`src/rtl/ps2_pkg.sv`:
```
// Shared PS/2 definitions: host-transmit FSM states, frame geometry and command bytes.
package ps2_pkg;

    localparam int unsigned FRAME_W = 11;
    localparam int unsigned IDX_W   = 4;

    localparam logic [7:0] PS2_CMD_SET_LEDS = 8'hED;
    localparam logic [7:0] PS2_CMD_RESET    = 8'hFF;
    localparam logic [7:0] PS2_CMD_ENABLE   = 8'hF4;
    localparam logic [7:0] PS2_RSP_ACK      = 8'hFA;

    typedef enum logic [2:0] {
        ST_IDLE,
        ST_INHIBIT,
        ST_REQ,
        ST_SEND,
        ST_ACK,
        ST_WAIT_REL
    } ps2_tx_state_e;

    // {stop, odd parity, data, start}; bit 0 goes out first
    function automatic logic [FRAME_W-1:0] ps2_frame(input logic [7:0] data);
        return {1'b1, ~^data, data, 1'b0};
    endfunction

endpackage

```
`src/rtl/ps2_edge_sync.sv`:
```
// Synchronizes the PS/2 clock and data pads and flags each ps2_clk falling edge once.
module ps2_edge_sync #(
    parameter int unsigned SYNC_STAGES = 3
) (
    input  logic clk,
    input  logic clrn,
    input  logic ps2_clk_i,
    input  logic ps2_data_i,
    output logic clk_sync_o,
    output logic data_sync_o,
    output logic clk_fall_o
);

    logic [SYNC_STAGES-1:0] clk_sr_q;
    logic [SYNC_STAGES-1:0] data_sr_q;
    logic                   fall_q;

    // Idle lines float high, so reset to 1 to avoid a spurious edge after reset
    always_ff @(posedge clk or negedge clrn) begin
        if (!clrn) begin
            clk_sr_q  <= '1;
            data_sr_q <= '1;
            fall_q    <= 1'b0;
        end else begin
            clk_sr_q  <= {clk_sr_q[SYNC_STAGES-2:0], ps2_clk_i};
            data_sr_q <= {data_sr_q[SYNC_STAGES-2:0], ps2_data_i};
            fall_q    <= clk_sr_q[SYNC_STAGES-1] & ~clk_sr_q[SYNC_STAGES-2];
        end
    end

    assign clk_sync_o  = clk_sr_q[SYNC_STAGES-1];
    assign data_sync_o = data_sr_q[SYNC_STAGES-1];
    assign clk_fall_o  = fall_q;

endmodule

```
`src/rtl/ps2_host_tx.sv`:
```
// Host-to-device PS/2 transmitter: request-to-send, 11-bit frame on device clock, ACK check.
module ps2_host_tx
    import ps2_pkg::*;
#(
    parameter int unsigned INHIBIT_CYCLES = 5000,
    parameter int unsigned TIMEOUT_CYCLES = 750000,
    parameter int unsigned SYNC_STAGES    = 3
) (
    input  logic       clk,
    input  logic       clrn,
    input  logic [7:0] tx_data,
    input  logic       tx_start,
    input  logic       ps2_clk,
    input  logic       ps2_data,
    output logic       ps2_clk_low,
    output logic       ps2_data_low,
    output logic       busy,
    output logic       done,
    output logic       ack_err,
    output logic       timeout
);

    localparam int unsigned INH_W = $clog2(INHIBIT_CYCLES + 1);
    localparam int unsigned TMO_W = $clog2(TIMEOUT_CYCLES + 1);

    logic clk_sync;
    logic data_sync;
    logic clk_fall;

    ps2_edge_sync #(
        .SYNC_STAGES (SYNC_STAGES)
    ) u_sync (
        .clk         (clk),
        .clrn        (clrn),
        .ps2_clk_i   (ps2_clk),
        .ps2_data_i  (ps2_data),
        .clk_sync_o  (clk_sync),
        .data_sync_o (data_sync),
        .clk_fall_o  (clk_fall)
    );

    ps2_tx_state_e      state_q;
    logic [FRAME_W-1:0] frame_q;
    logic [IDX_W-1:0]   idx_q;
    logic [INH_W-1:0]   inh_cnt_q;
    logic [TMO_W-1:0]   tmo_cnt_q;
    logic               clk_low_q;
    logic               data_low_q;
    logic               busy_q;
    logic               done_q;
    logic               ack_err_q;
    logic               timeout_q;
    logic               tmo_hit;

    assign tmo_hit = (tmo_cnt_q == TMO_W'(TIMEOUT_CYCLES - 1));

    always_ff @(posedge clk or negedge clrn) begin
        if (!clrn) begin
            state_q    <= ST_IDLE;
            frame_q    <= '0;
            idx_q      <= '0;
            inh_cnt_q  <= '0;
            tmo_cnt_q  <= '0;
            clk_low_q  <= 1'b0;
            data_low_q <= 1'b0;
            busy_q     <= 1'b0;
            done_q     <= 1'b0;
            ack_err_q  <= 1'b0;
            timeout_q  <= 1'b0;
        end else begin
            done_q    <= 1'b0;
            ack_err_q <= 1'b0;
            timeout_q <= 1'b0;
            case (state_q)
                ST_IDLE: begin
                    if (tx_start) begin
                        frame_q   <= ps2_frame(tx_data);
                        busy_q    <= 1'b1;
                        clk_low_q <= 1'b1;
                        inh_cnt_q <= '0;
                        state_q   <= ST_INHIBIT;
                    end
                end
                ST_INHIBIT: begin
                    if (inh_cnt_q == INH_W'(INHIBIT_CYCLES - 1)) begin
                        data_low_q <= ~frame_q[0];
                        state_q    <= ST_REQ;
                    end else begin
                        inh_cnt_q <= inh_cnt_q + INH_W'(1);
                    end
                end
                ST_REQ: begin
                    clk_low_q <= 1'b0;
                    tmo_cnt_q <= '0;
                    idx_q     <= IDX_W'(1);
                    state_q   <= ST_SEND;
                end
                ST_SEND, ST_ACK, ST_WAIT_REL: begin
                    // Timeout is checked first so it wins over a coincident ACK sample
                    if (tmo_hit) begin
                        clk_low_q  <= 1'b0;
                        data_low_q <= 1'b0;
                        timeout_q  <= 1'b1;
                        busy_q     <= 1'b0;
                        state_q    <= ST_IDLE;
                    end else begin
                        tmo_cnt_q <= tmo_cnt_q + TMO_W'(1);
                        case (state_q)
                            ST_SEND: begin
                                if (clk_fall) begin
                                    data_low_q <= ~frame_q[idx_q];
                                    idx_q      <= idx_q + IDX_W'(1);
                                    if (idx_q == IDX_W'(FRAME_W - 1)) begin
                                        state_q <= ST_ACK;
                                    end
                                end
                            end
                            ST_ACK: begin
                                if (clk_fall) begin
                                    if (!data_sync) begin
                                        state_q <= ST_WAIT_REL;
                                    end else begin
                                        ack_err_q <= 1'b1;
                                        busy_q    <= 1'b0;
                                        state_q   <= ST_IDLE;
                                    end
                                end
                            end
                            ST_WAIT_REL: begin
                                if (clk_sync && data_sync) begin
                                    done_q  <= 1'b1;
                                    busy_q  <= 1'b0;
                                    state_q <= ST_IDLE;
                                end
                            end
                            default: ;
                        endcase
                    end
                end
                default: state_q <= ST_IDLE;
            endcase
        end
    end

    assign ps2_clk_low  = clk_low_q;
    assign ps2_data_low = data_low_q;
    assign busy         = busy_q;
    assign done         = done_q;
    assign ack_err      = ack_err_q;
    assign timeout      = timeout_q;

endmodule

```
`config.mk`:
```
export PLATFORM = sky130hd
export DESIGN_NAME = ps2_host_tx
export DESIGN_NICKNAME = d
export VERILOG_FILES = /design/src/rtl/ps2_pkg.sv /design/src/rtl/ps2_edge_sync.sv /design/src/rtl/ps2_host_tx.sv
export SDC_FILE = /design/constraint.sdc
export NUM_CORES = 1
export LEC_CHECK = 0
export CORE_MARGIN = 1.5
export CORE_UTILIZATION = 30
export DETAILED_ROUTE_END_ITERATION = 8
export GPL_TIMING_DRIVEN = 0
export SLEW_MARGIN = 40
export SYNTH_ARGS = -nofsm -noshare
export SYNTH_HDL_FRONTEND = slang
export SYNTH_HIERARCHICAL = 1
export SYNTH_SLANG_ARGS = --single-unit
```
`constraint.sdc`:
```
create_clock -name clk -period 3.65 [get_ports clk]
set_input_delay 0.73 -clock clk [delete_from_list [all_inputs] [get_ports clk]]
set_output_delay 0.73 -clock clk [all_outputs]
set_load 0.005 [all_outputs]
```
==> metrics.yaml, run 1 <==
floorplanning:
  core_area_um2: 11000
  rows: 38
  ioPinCount: 19
  initial_core_util: 0.313
  die_w_um: 110
  dieHeight_um: 110
  die-area_um2: 12100
timing:
  hold_slack_ns: 0.294
  slew_violations: 0
  timing.slew.headroom: 0.530
  min_period_ns: 2.51
  timing.final.hold_violations: 0
  fmax_ghz: 0.398
  setup_viol: 0
  rsz0062_at_grt: "no"
  period_share: 0.688
  finClkSkew_ns: 0.00821
  tns_ns: 0
  worst_pin_slew_ns: 0.706
critical_path:
  r2r_start: "tmo_cnt_q[9]"
  reg2reg_slack_ns: 1.14
  timing.rr.end: "idx_q[3]"
  endpoint: "idx_q[3]"
  worst_path_max_delay_cell: "or4_1"
  r2r.worst_path.cells: 6
  crit_chain: "or4_1 > or4_1 > buf_2 > o211ai_1 > mux2_1 > a22o_1"
  critPathLaunch: "tmo_cnt_q[9]"
  path_class: "reg2reg"
  arrival_ns: 2.73
  cpLargestDelayFamily: "simple AND/OR/NAND/NOR gates"
  critical_path_required_ns: 3.87
  end_kind: "flop"
  crit_buf_inv: 1
  crit_path_max_fanout: 7
  setup.worst_path.start_class: "flop"
  crit_cells: 6
  slowest_delay_ns: 0.57
  crit_top_cell: "or4_1"
yosys:
  synth.distinct_cells: 55
  ys_seq_area_frac: 0.461
  synth_fp_nets: 391
  postSynthAreaPerCell_um2: 9.18
  ys_ff_latch: 63
  ys_warn_count: 6
  synth.most_common_cell: "dfrtp_1"
  synthTopCellsByCount: "dfrtp_1 (57), nand2_1 (54), nor2_1 (33)"
  syn_area_um2: 3430
  yosys.area.top_type_share: 0.415
  netlist_instances: 374
  synth_top_cell_by_area: "dfrtp_1"
  ys.flop_type: "dfrtp_1"
  ys_top_cells_by_area: "dfrtp_1 (42%), nand2_1 (5.9%), dfstp_2 (4.6%)"
  async_flop_share: 1.00
  synth_edf_count: 0
clock_network:
  clock_sinks: 63
  post_cts_resized: 0
  ctsHoldBuffers: 0
  cts.clk_slew.worst_paths_ns: 0.06
  cts_tree: "done"
  cts_setup_buffers: 0
  cts-root-buf: "clkbuf_16"
  cts_buffers: 9
  clk_latency_ns: 0.33
  cts.path.max_buffers: 2
  htreeDepth: 3
job:
  maxCapViolCount: 0
drt:
  drt_pre_antenna_iters: 5
  drtIter0Drc: 189
  ant_nets: 0
  drc_errors: 0
  wl_per_cell_um: 14.2
  wirelength_mm: 7.79
  via_per_inst: 5.19
  num_vias: 2849
pwr:
  p_int_mw: 1.73
  seq_power_share: 0.358
  combPwrFrac: 0.310
  switching_power_mw: 0.902
  switching_share: 0.343
  clkPwrFrac: 0.332
  p_leak_nw: 1.67
  irDropWorstVdd_uv: 258
  powerDensity_nw_per_um2: 639
layout:
  nets: 421
  diodes: 0
  syn2layout_area_growth_pct: 19.9
  drive_gt1_frac: 0.0856
  final_cells: 549
  fin_util: 0.375
placed_design:
  dpl.hpwl_mm: 5.53
  gp_congestion: 0.863
  dp.cells: 533
  io_buffers: 18
global_route:
  grt_overflow: 0
  grt_pass1_vias: 2728
  grt_pass1_wl_mm: 13.5
  grt_max_degree: 42
  grt_antenna_before_repair: 0
  grt_usage: 0.145
outcome:
  outcome: "finished, final reports clean"
hold_path:
  hold_class: "in2async"
-- sequential cells by signal, indices dropped and copies added (netlist names) --
signal	count
state_q	3
ps2_clk_low	1
timeout	1
u_sync/clk_fall_o	1
u_sync/clk_sr_q	3
u_sync/data_sr_q	3
idx_q	4
frame_q	10
done	1
tmo_cnt_q	20
ps2_data_low	1
inh_cnt_q	13
busy	1
ack_err	1
-- per-layer routing --
layer	wire [um]	share of wire	GRT usage	vias to the layer above
met3	205	0.026	0.0300	15
met2	3630	0.47	0.219	52
li1	-	-	-	1403
met1	3770	0.48	0.199	1379
met4	185	0.024	0.0659	0
met5	0	0	0	-
-- cell families after synthesis --
kind of cell,share of synthesized area
buffers and inverters,0.0335
xor gates and xnor gates,0.0587
muxes,0.0386
DFF,0.461
AOI/OAI and AO/OA,0.128
and+or+nand+nor,0.266
adders and majority gates,0.0146
-- worst register-to-register path, stage by stage, from the launching register on --
cell and delay (ns):
dfrtp_1 0.44, or4_1 0.57, or4_1 0.48, buf_2 0.20, o211ai_1 0.20, mux2_1 0.35
a22o_1 0.17
-- through the flow --
step,power [mW],instance area (um^2),worst slack (ns)
2_1_floorplan,1.51,3430,1.30
3_3_place_gp,1.74,3790,-0.332
3_5_place_dp,1.77,3810,1.07
4_1_cts,2.66,4120,1.12
5_1_grt,2.81,4120,0.907
6_report,2.63,4120,1.14
-- placed cells by master, fill, tap and decap left out, types with 3 or more instances in the layout --
master           Yosys  final
o31ai_1              4      4
nor3_1              13     13
nor4_1               7      7
clkbuf_16            0      9
nand2_1             54     54
or4_1                4      4
inv_1               11     11
nor4b_1              3      3
nor2b_1              5      5
xor2_1               7      7
and2_1               3      3
nand4_1             11     11
nand2b_1             8      8
and3_1               5      5
dfrtp_1             57     57
ha_1                 4      4
o211ai_1             5      5
mux2i_1              5      5
clkbuf_1            14     15
nand4b_1             4      4
nor2_1              33     33
buf_1                3      3
and4_1               3      3
a21oi_1             14     14
xnor2_1             16     16
clkdlybuf4s50_1      0     17
o21ai_0             15     15
nand3_1             12     12
a31oi_1              6      6
or3_1                7      7
dfstp_2              6      6
-- worst min path at each step --
stage	startpoint	to	cells past startpoint
after floorplan	u_sync/clk_sr_q[0]	u_sync/clk_sr_q[1]	0
after global placement	u_sync/clk_sr_q[0]	u_sync/clk_sr_q[1]	0
after detailed placement	u_sync/data_sr_q[1]	u_sync/data_sr_q[2]	0
after CTS	clrn	frame_q[1]	1
after global routing	clrn	tmo_cnt_q[2]	1
final	clrn	idx_q[3]	1
-- cell type report --
cell class                      instances  area, um^2
Sequential cell                        63        1580
Multi-Input combinational cell        281        1740
Inverter                               11        41.3
Timing Repair Buffer                   19         198
Clock buffer                           12         256
Clock inverter                          4        53.8
Buffer                                 19        73.8
Tap cell                              140         175
Fill cell                            1082        6870
-- power groups by stage --
stage               combinational, mW  sequential [mW]  clock, mW
floorplan                       0.588            0.922          0
global placement                0.792            0.947          0
detailed placement              0.817            0.954          0
CTS                             0.821            0.943      0.894
global route                    0.925            0.963      0.924
finish                          0.816            0.942      0.875
(Power assumes the default switching activity.)
==> run 2: changes to the inputs <==
==> constraint.sdc (replaced) <==
create_clock -name clk -period 2.21 [get_ports clk]
set_input_delay 0.442 -clock clk [delete_from_list [all_inputs] [get_ports clk]]
set_output_delay 0.442 -clock clk [all_outputs]
set_load 0.005 [all_outputs]
==> run 2 against run 1 <==
Against the previous run: largest cell class unchanged; setup slack got worse by 1.2 ns; critical endpoint unchanged; design area increased by 1.7%; sequential power grew 68%; the run now ends with setup timing left.
==> metrics.yaml, run 2 (synthesized netlist as in run 1, its figures left out) <==
critical_path:
  crit_chain: "or4_4 > or4_4 > o211ai_1 > mux2_1 > a22o_1"
  crit_top_cell: "or4_4"
  path_class: "reg2reg"
  slowest_delay_ns: 0.55  # -0.02 ns
  crit_buf_inv: 0  # -1
  r2r.worst_path.cells: 5  # -1
  setup.worst_path.start_class: "flop"
  critical_path_required_ns: 2.42  # -1.45 ns
  end_kind: "flop"
  cpLargestDelayFamily: "simple AND/OR/NAND/NOR gates"
  crit_path_max_fanout: 7  # unchanged
  worst_path_max_delay_cell: "or4_4"
  crit_cells: 5  # -1
  arrival_ns: 2.50  # -0.23 ns
clock_network:
  htreeDepth: 3  # unchanged
  cts.clk_slew.worst_paths_ns: 0.05  # about the same
  clock_sinks: 63  # unchanged
  clk_latency_ns: 0.33  # about the same
  ctsHoldBuffers: 0  # unchanged
  cts.path.max_buffers: 2  # unchanged
  cts_buffers: 9  # unchanged
  cts_tree: "done"
  cts-root-buf: "clkbuf_16"
global_route:
  grt_pass1_vias: 2813  # +3.1%
  grt_pass1_wl_mm: 13.7  # +1.4%
  grt_usage: 0.147  # +0.00212
  grt_antenna_before_repair: 0  # unchanged
  grt_max_degree: 36  # -14%
  grt_overflow: 0  # unchanged
drt:
  ant_nets: 0  # unchanged
  num_vias: 2872  # +0.81%
  via_per_inst: 5.20  # +0.26%
  drtIter0Drc: 225  # +19%
  wirelength_mm: 7.96  # +2.3%
  drt_pre_antenna_iters: 5  # unchanged
  wl_per_cell_um: 14.4  # +1.7%
  drc_errors: 0  # unchanged
outcome:
  failed_checks: "setup timing"
  outcome: "finished with violations"
timing:
  setup_viol: 2  # +2
  rsz0062_at_grt: "yes"
  slew_violations: 0  # unchanged
  timing.slew.headroom: 0.518  # -0.0116
  period_share: 1.04  # +0.347
  timing.final.hold_violations: 0  # unchanged
  worst_pin_slew_ns: 0.720  # +0.0143 ns
  hold_slack_ns: 0.0361  # -0.258 ns
  finClkSkew_ns: 0.00720  # -0.00101 ns
  fmax_ghz: 0.437  # +9.7%
  min_period_ns: 2.29  # -0.223 ns
  fin_ws_ns: -0.0783  # -1.22 ns
pwr:
  p_leak_nw: 1.71  # +2.4%
  powerDensity_nw_per_um2: 1050  # +64%
  irDropWorstVdd_uv: 517  # +100%
  report.power.total_mw: 4.40  # +67%
layout:
  final_cell_mix: "dfrtp_1 (56), nand2_1 (54), nor2_1 (32)"
  drive_gt1_frac: 0.117  # +0.0309
  largest-register: "tmo_cnt_q"
  nets: 425  # +0.95%
  largest_reg_flops: 20  # unchanged
  reg_top3: "tmo_cnt_q: 20 flops, inh_cnt_q: 13 flops, frame_q: 10 flops"
  syn2layout_area_growth_pct: 22.0
  final_common_cell: "dfrtp_1"
  diodes: 0  # unchanged
hold_path:
  hold_class: "in2async"
floorplanning:
  core_area_um2: 11000  # unchanged
  ioPinCount: 19  # unchanged
  initial_core_util: 0.313  # unchanged
  rows: 38  # unchanged
  dieHeight_um: 110  # unchanged
  die-area_um2: 12100  # unchanged
  die_w_um: 110  # unchanged
placed_design:
  dpl.hpwl_mm: 5.50  # -0.43%
  io_buffers: 18  # unchanged
  gp_congestion: 0.833  # -3.5%
job:
  maxCapViolCount: 0  # unchanged
## run 2: cell types whose count changed in the layout (fill, tap and decap cells not counted), sizes merged
| cell | delta |
|---|---|
| clkinv | +1 |
| buf | +6 |
| clkinvlp | -2 |
| clkbuf | -3 |
| bufinv | +1 |
## run 2: worst paths after layout
check | start | endpoint | slack (ns)
worst max register to register | tmo_cnt_q[11] | idx_q[3] | -0.08
worst max-delay path | tmo_cnt_q[11] | idx_q[3] | -0.08
worst min register to register | u_sync/data_sr_q[0] | u_sync/data_sr_q[1] | 0.35
worst min-delay path | clrn | tmo_cnt_q[2] | 0.04
min in group clk | u_sync/data_sr_q[0] | u_sync/data_sr_q[1] | 0.35
max in group asynchronous | clrn | u_sync/clk_sr_q[1] | 1.60
## run 2: repair_timing
item | 4_1_cts | 5_1_grt
setup endpoints to repair | 12 | 30
pin swaps | 1 | 3
setup buffers | 4 | 3
gates resized for setup | 4 | 4
## run 2: per-stage QoR
step	instances	TNS [ns]	instance area (um^2)	setup slack, ns	util
2_1_floorplan	374	-0.0833	3440	-0.0417	-
3_3_place_gp	532	-88.23	3800	-1.46	0.346
3_5_place_dp	533	-1.38	3810	-0.211	0.347
4_1_cts	551	-0.168	4160	-0.0613	0.379
5_1_grt	552	-0.425	4190	-0.141	0.381
6_report	552	-0.134	4190	-0.0783	0.381
## run 2: report_power, final
part	switching, mW	internal, mW	leakage, nW
clock network	0.494	1.01	0.155
registers	0.210	1.37	0.812
logic	0.764	0.554	0.741
total	1.47	2.94	1.71
## run 2: worst register-to-register path: stages, from the launching register on
cell      delay (ns)
dfrtp_1         0.38
or4_4           0.55
or4_4           0.51
o211ai_1        0.23
mux2_1          0.34
a22o_1          0.17
## run 2: per-layer routing
metal,vias to the layer above,global-route usage,share of wire
li1,1410,-,-
met2,68,0.223,0.46
met1,1384,0.200,0.47
met4,0,0.0622,0.020
met5,-,0,0
met3,10,0.0353,0.045
## run 2: final cells by class
class                      count  area, um^2
tap                          140         175
fill                        1096        6790
timing repair buffer          26         250
sequential                    63        1590
multi-input combinational    281        1760
clock inverter                 4        70.1
buffer                        16        61.3
inverter                      11        41.3
clock buffer                  11         243
==> run 3: changes to the inputs <==
--- a/config.mk
+++ b/config.mk
@@ -5,10 +5,12 @@
 export SDC_FILE = /design/constraint.sdc
 export NUM_CORES = 1
 export LEC_CHECK = 0
+export ABC_AREA = 1
 export CORE_MARGIN = 1.5
-export CORE_UTILIZATION = 30
+export CORE_UTILIZATION = 50
 export DETAILED_ROUTE_END_ITERATION = 8
 export GPL_TIMING_DRIVEN = 0
+export PLACE_DENSITY = 0.71
 export SLEW_MARGIN = 40
 export SYNTH_ARGS = -nofsm -noshare
 export SYNTH_HDL_FRONTEND = slang
==> run 3 against run 2 <==
Against the previous run: the run now ends clean; die area down 35%; critical endpoint is now tmo_cnt_q[8]; worst hold slack better by 0.32 ns; non-clock buffer count down 15; synthesized cell count up 26%; utilization up 21 points; clock power down 29%; register-to-register slack better by 0.43 ns; sequential power about the same; highest routed layer unchanged; power about the same; sequential cell count unchanged.
==> metrics.yaml, run 3 <==
yosys:
  synth_edf_count: 0  # unchanged
  async_flop_share: 1.00  # unchanged
  synthTopCellsByCount: "nand2_1 (127), dfrtp_1 (57), inv_1 (43), nor2_1 (43), nand3_1 (42)"
  yosys.area.top_type_share: 0.386  # -0.0295
  synth.most_common_cell: "nand2_1"
  postSynthAreaPerCell_um2: 7.82  # -15%
  ys_seq_area_frac: 0.428  # -0.0328
  synth_top_cell_by_area: "dfrtp_1"
  netlist_instances: 473  # +26%
  ys.flop_type: "dfrtp_1"
  synth_fp_nets: 490  # +25%
  syn_area_um2: 3700  # +7.7%
  ys_ff_latch: 63  # unchanged
  ys_top_cells_by_area: "dfrtp_1 (39%), nand2_1 (13%), nand3_1 (5.7%)"
  synth.distinct_cells: 33  # -40%
  ys_warn_count: 6  # unchanged
drt:
  num_vias: 3169  # +10%
  drtIter0Drc: 172  # -24%
  ant_nets: 0  # unchanged
  drt_pre_antenna_iters: 5  # unchanged
  wl_per_cell_um: 12.9  # -11%
  wirelength_mm: 7.83  # -1.7%
  via_per_inst: 5.21  # +0.18%
  drc_errors: 0  # unchanged
critical_path:
  slowest_delay_ns: 0.45  # -0.10 ns
  cpLargestDelayFamily: "simple AND/OR/NAND/NOR gates"
  end_kind: "flop"
  crit_path_max_fanout: 10  # +3
  crit_top_cell: "inv_2"
  setup.worst_path.start_class: "flop"
  crit_buf_inv: 2  # +2
  critical_path_required_ns: 2.45  # +0.03 ns
  worst_path_max_delay_cell: "dfrtp_1"
  path_class: "reg2reg"
  arrival_ns: 2.10  # -0.40 ns
  crit_chain: "ha_1 > nand3_2 > inv_2 > nand2_2 > nor2_8 > nand2_4 > nand2_8 > inv_2 > nand2_1 > o21ai_2"
timing:
  fmax_ghz: 0.539  # +23%
  rsz0062_at_grt: "no"
  slew_violations: 0  # unchanged
  fin_ws_ns: 0.353  # +0.431 ns
  worst_pin_slew_ns: 0.486  # -0.234 ns
  min_period_ns: 1.86  # -0.431 ns
  period_share: 0.840  # -0.195
  finClkSkew_ns: 0.00899  # +0.00180 ns
  timing.final.hold_violations: 0  # unchanged
  timing.slew.headroom: 0.674  # +0.156
  setup_viol: 0  # -2
placed_design:
  io_buffers: 18  # unchanged
  dpl.hpwl_mm: 5.77  # +4.9%
  postPlaceCellArea_um2: 4020  # +5.4%
  dp.cells: 591  # +11%
  gp_congestion: 0.927  # +11%
  post-place-ws_ns: 0.351  # +0.562 ns
pwr:
  irDropWorstVdd_uv: 667  # +29%
  powerDensity_nw_per_um2: 1040  # -1.2%
  p_leak_nw: 1.96  # +15%
  report.power.total_mw: 4.40  # about the same
floorplanning:
  ioPinCount: 19  # unchanged
  rows: 31  # -18%
  dieHeight_um: 89.0  # -19%
  die-area_um2: 7920  # -35%
  die_w_um: 89.0  # -19%
  core_area_um2: 7210  # -34%
  initial_core_util: 0.512  # +0.200
clock_network:
  clk_latency_ns: 0.35  # +0.02 ns
  htreeDepth: 3  # unchanged
  clock_sinks: 63  # unchanged
  cts.clk_slew.worst_paths_ns: 0.07  # +0.02 ns
  cts_setup_buffers: 0  # -4
  cts-root-buf: "clkbuf_8"
  cts.path.max_buffers: 2  # unchanged
  cts_tree: "done"
  cts_buffers: 9  # unchanged
layout:
  fillCellCount: 680  # -38%
  final_cells: 608  # +10%
  syn2layout_area_growth_pct: 14.6
  nets: 521  # +23%
  diodes: 0  # unchanged
  drive_gt1_frac: 0.171  # +0.0544
  final_cell_mix: "nand2_1 (127), dfrtp_1 (57), inv_1 (43), nor2_1 (43), nand3_1 (42)"
  finalInstanceArea_um2: 4240  # +1.2%
  largest_reg_flops: 20  # unchanged
  reg_top3: "tmo_cnt_q: 20 flops, inh_cnt_q: 13 flops, frame_q: 10 flops"
  largest-register: "tmo_cnt_q"
  final_common_cell: "nand2_1"
hold_path:
  hold_class: "reg2reg"
global_route:
  grt_pass1_vias: 2944  # +4.7%
  grt_usage: 0.221  # +0.0741
  grt_antenna_before_repair: 0  # unchanged
  grt_pass1_wl_mm: 13.4  # -2.5%
  grt_overflow: 0  # unchanged
  grt_max_degree: 39  # +8.3%
outcome:
  outcome: "finished, final reports clean"
job:
  maxCapViolCount: 0  # unchanged
run 3: report_power, final:
part	total [mW]	internal, mW	switching [mW]
combinational	1.75	0.613	1.14
clock	1.07	0.610	0.456
sequential	1.58	1.39	0.193
run 3: kinds of logic after synthesis:
group	share of synthesized area
xor+xnor	0.0521
fa+ha+maj	0.0135
simple gates	0.343
flops	0.428
compound gates	0.0893
buf+inv	0.0731
run 3: path summary, 6_finish.rpt:
path	cells past startpoint	from	to	slack (ns)
min in group asynchronous	2	clrn	tmo_cnt_q[16]	0.54
hold reg to reg	0	u_sync/data_sr_q[1]	u_sync/data_sr_q[2]	0.36
hold / removal	0	u_sync/data_sr_q[1]	u_sync/data_sr_q[2]	0.36
max in group asynchronous	3	clrn	inh_cnt_q[11]	1.15
setup reg to reg	10	tmo_cnt_q[0]	tmo_cnt_q[8]	0.35
setup / recovery	10	tmo_cnt_q[0]	tmo_cnt_q[8]	0.35
run 3: layout make-up:
type	count	area, um^2	share of cell area
Tap cell	99	124	0.0292
Clock inverter	3	40.0	0.00945
Multi-Input combinational cell	348	1840	0.435
Inverter	55	209	0.0493
Sequential cell	63	1580	0.374
Buffer	7	61.3	0.0145
Timing Repair Buffer	20	208	0.0490
Clock buffer	13	169	0.0399
run 3: per-layer routing:
metal / vias up / track usage / part of all wire
li1: 1585 / - / -
met1: 1506 / 0.282 / 0.47
met2: 65 / 0.371 / 0.48
met3: 13 / 0.0369 / 0.037
met4: 0 / 0.0993 / 0.020
met5: - / 0 / 0
run 3: metrics by stage:
step	hold WS (ns)	TNS, ns	util
2_1_floorplan	0.146	0	-
3_3_place_gp	0.346	-80.95	0.555
3_5_place_dp	0.349	0	0.557
4_1_cts	0.356	0	0.587
5_1_grt	0.361	0	0.587
6_report	0.356	0	0.587
run 3: timing repair:
| action | 4_1_cts | 5_1_grt |
|---|---|---|
| hold buffers | 1 | 0 |
| hold endpoints to repair | 2 | 0 |
| endpoints found under the setup margin | 0 | 0 |
| resized for setup | 0 | 0 |
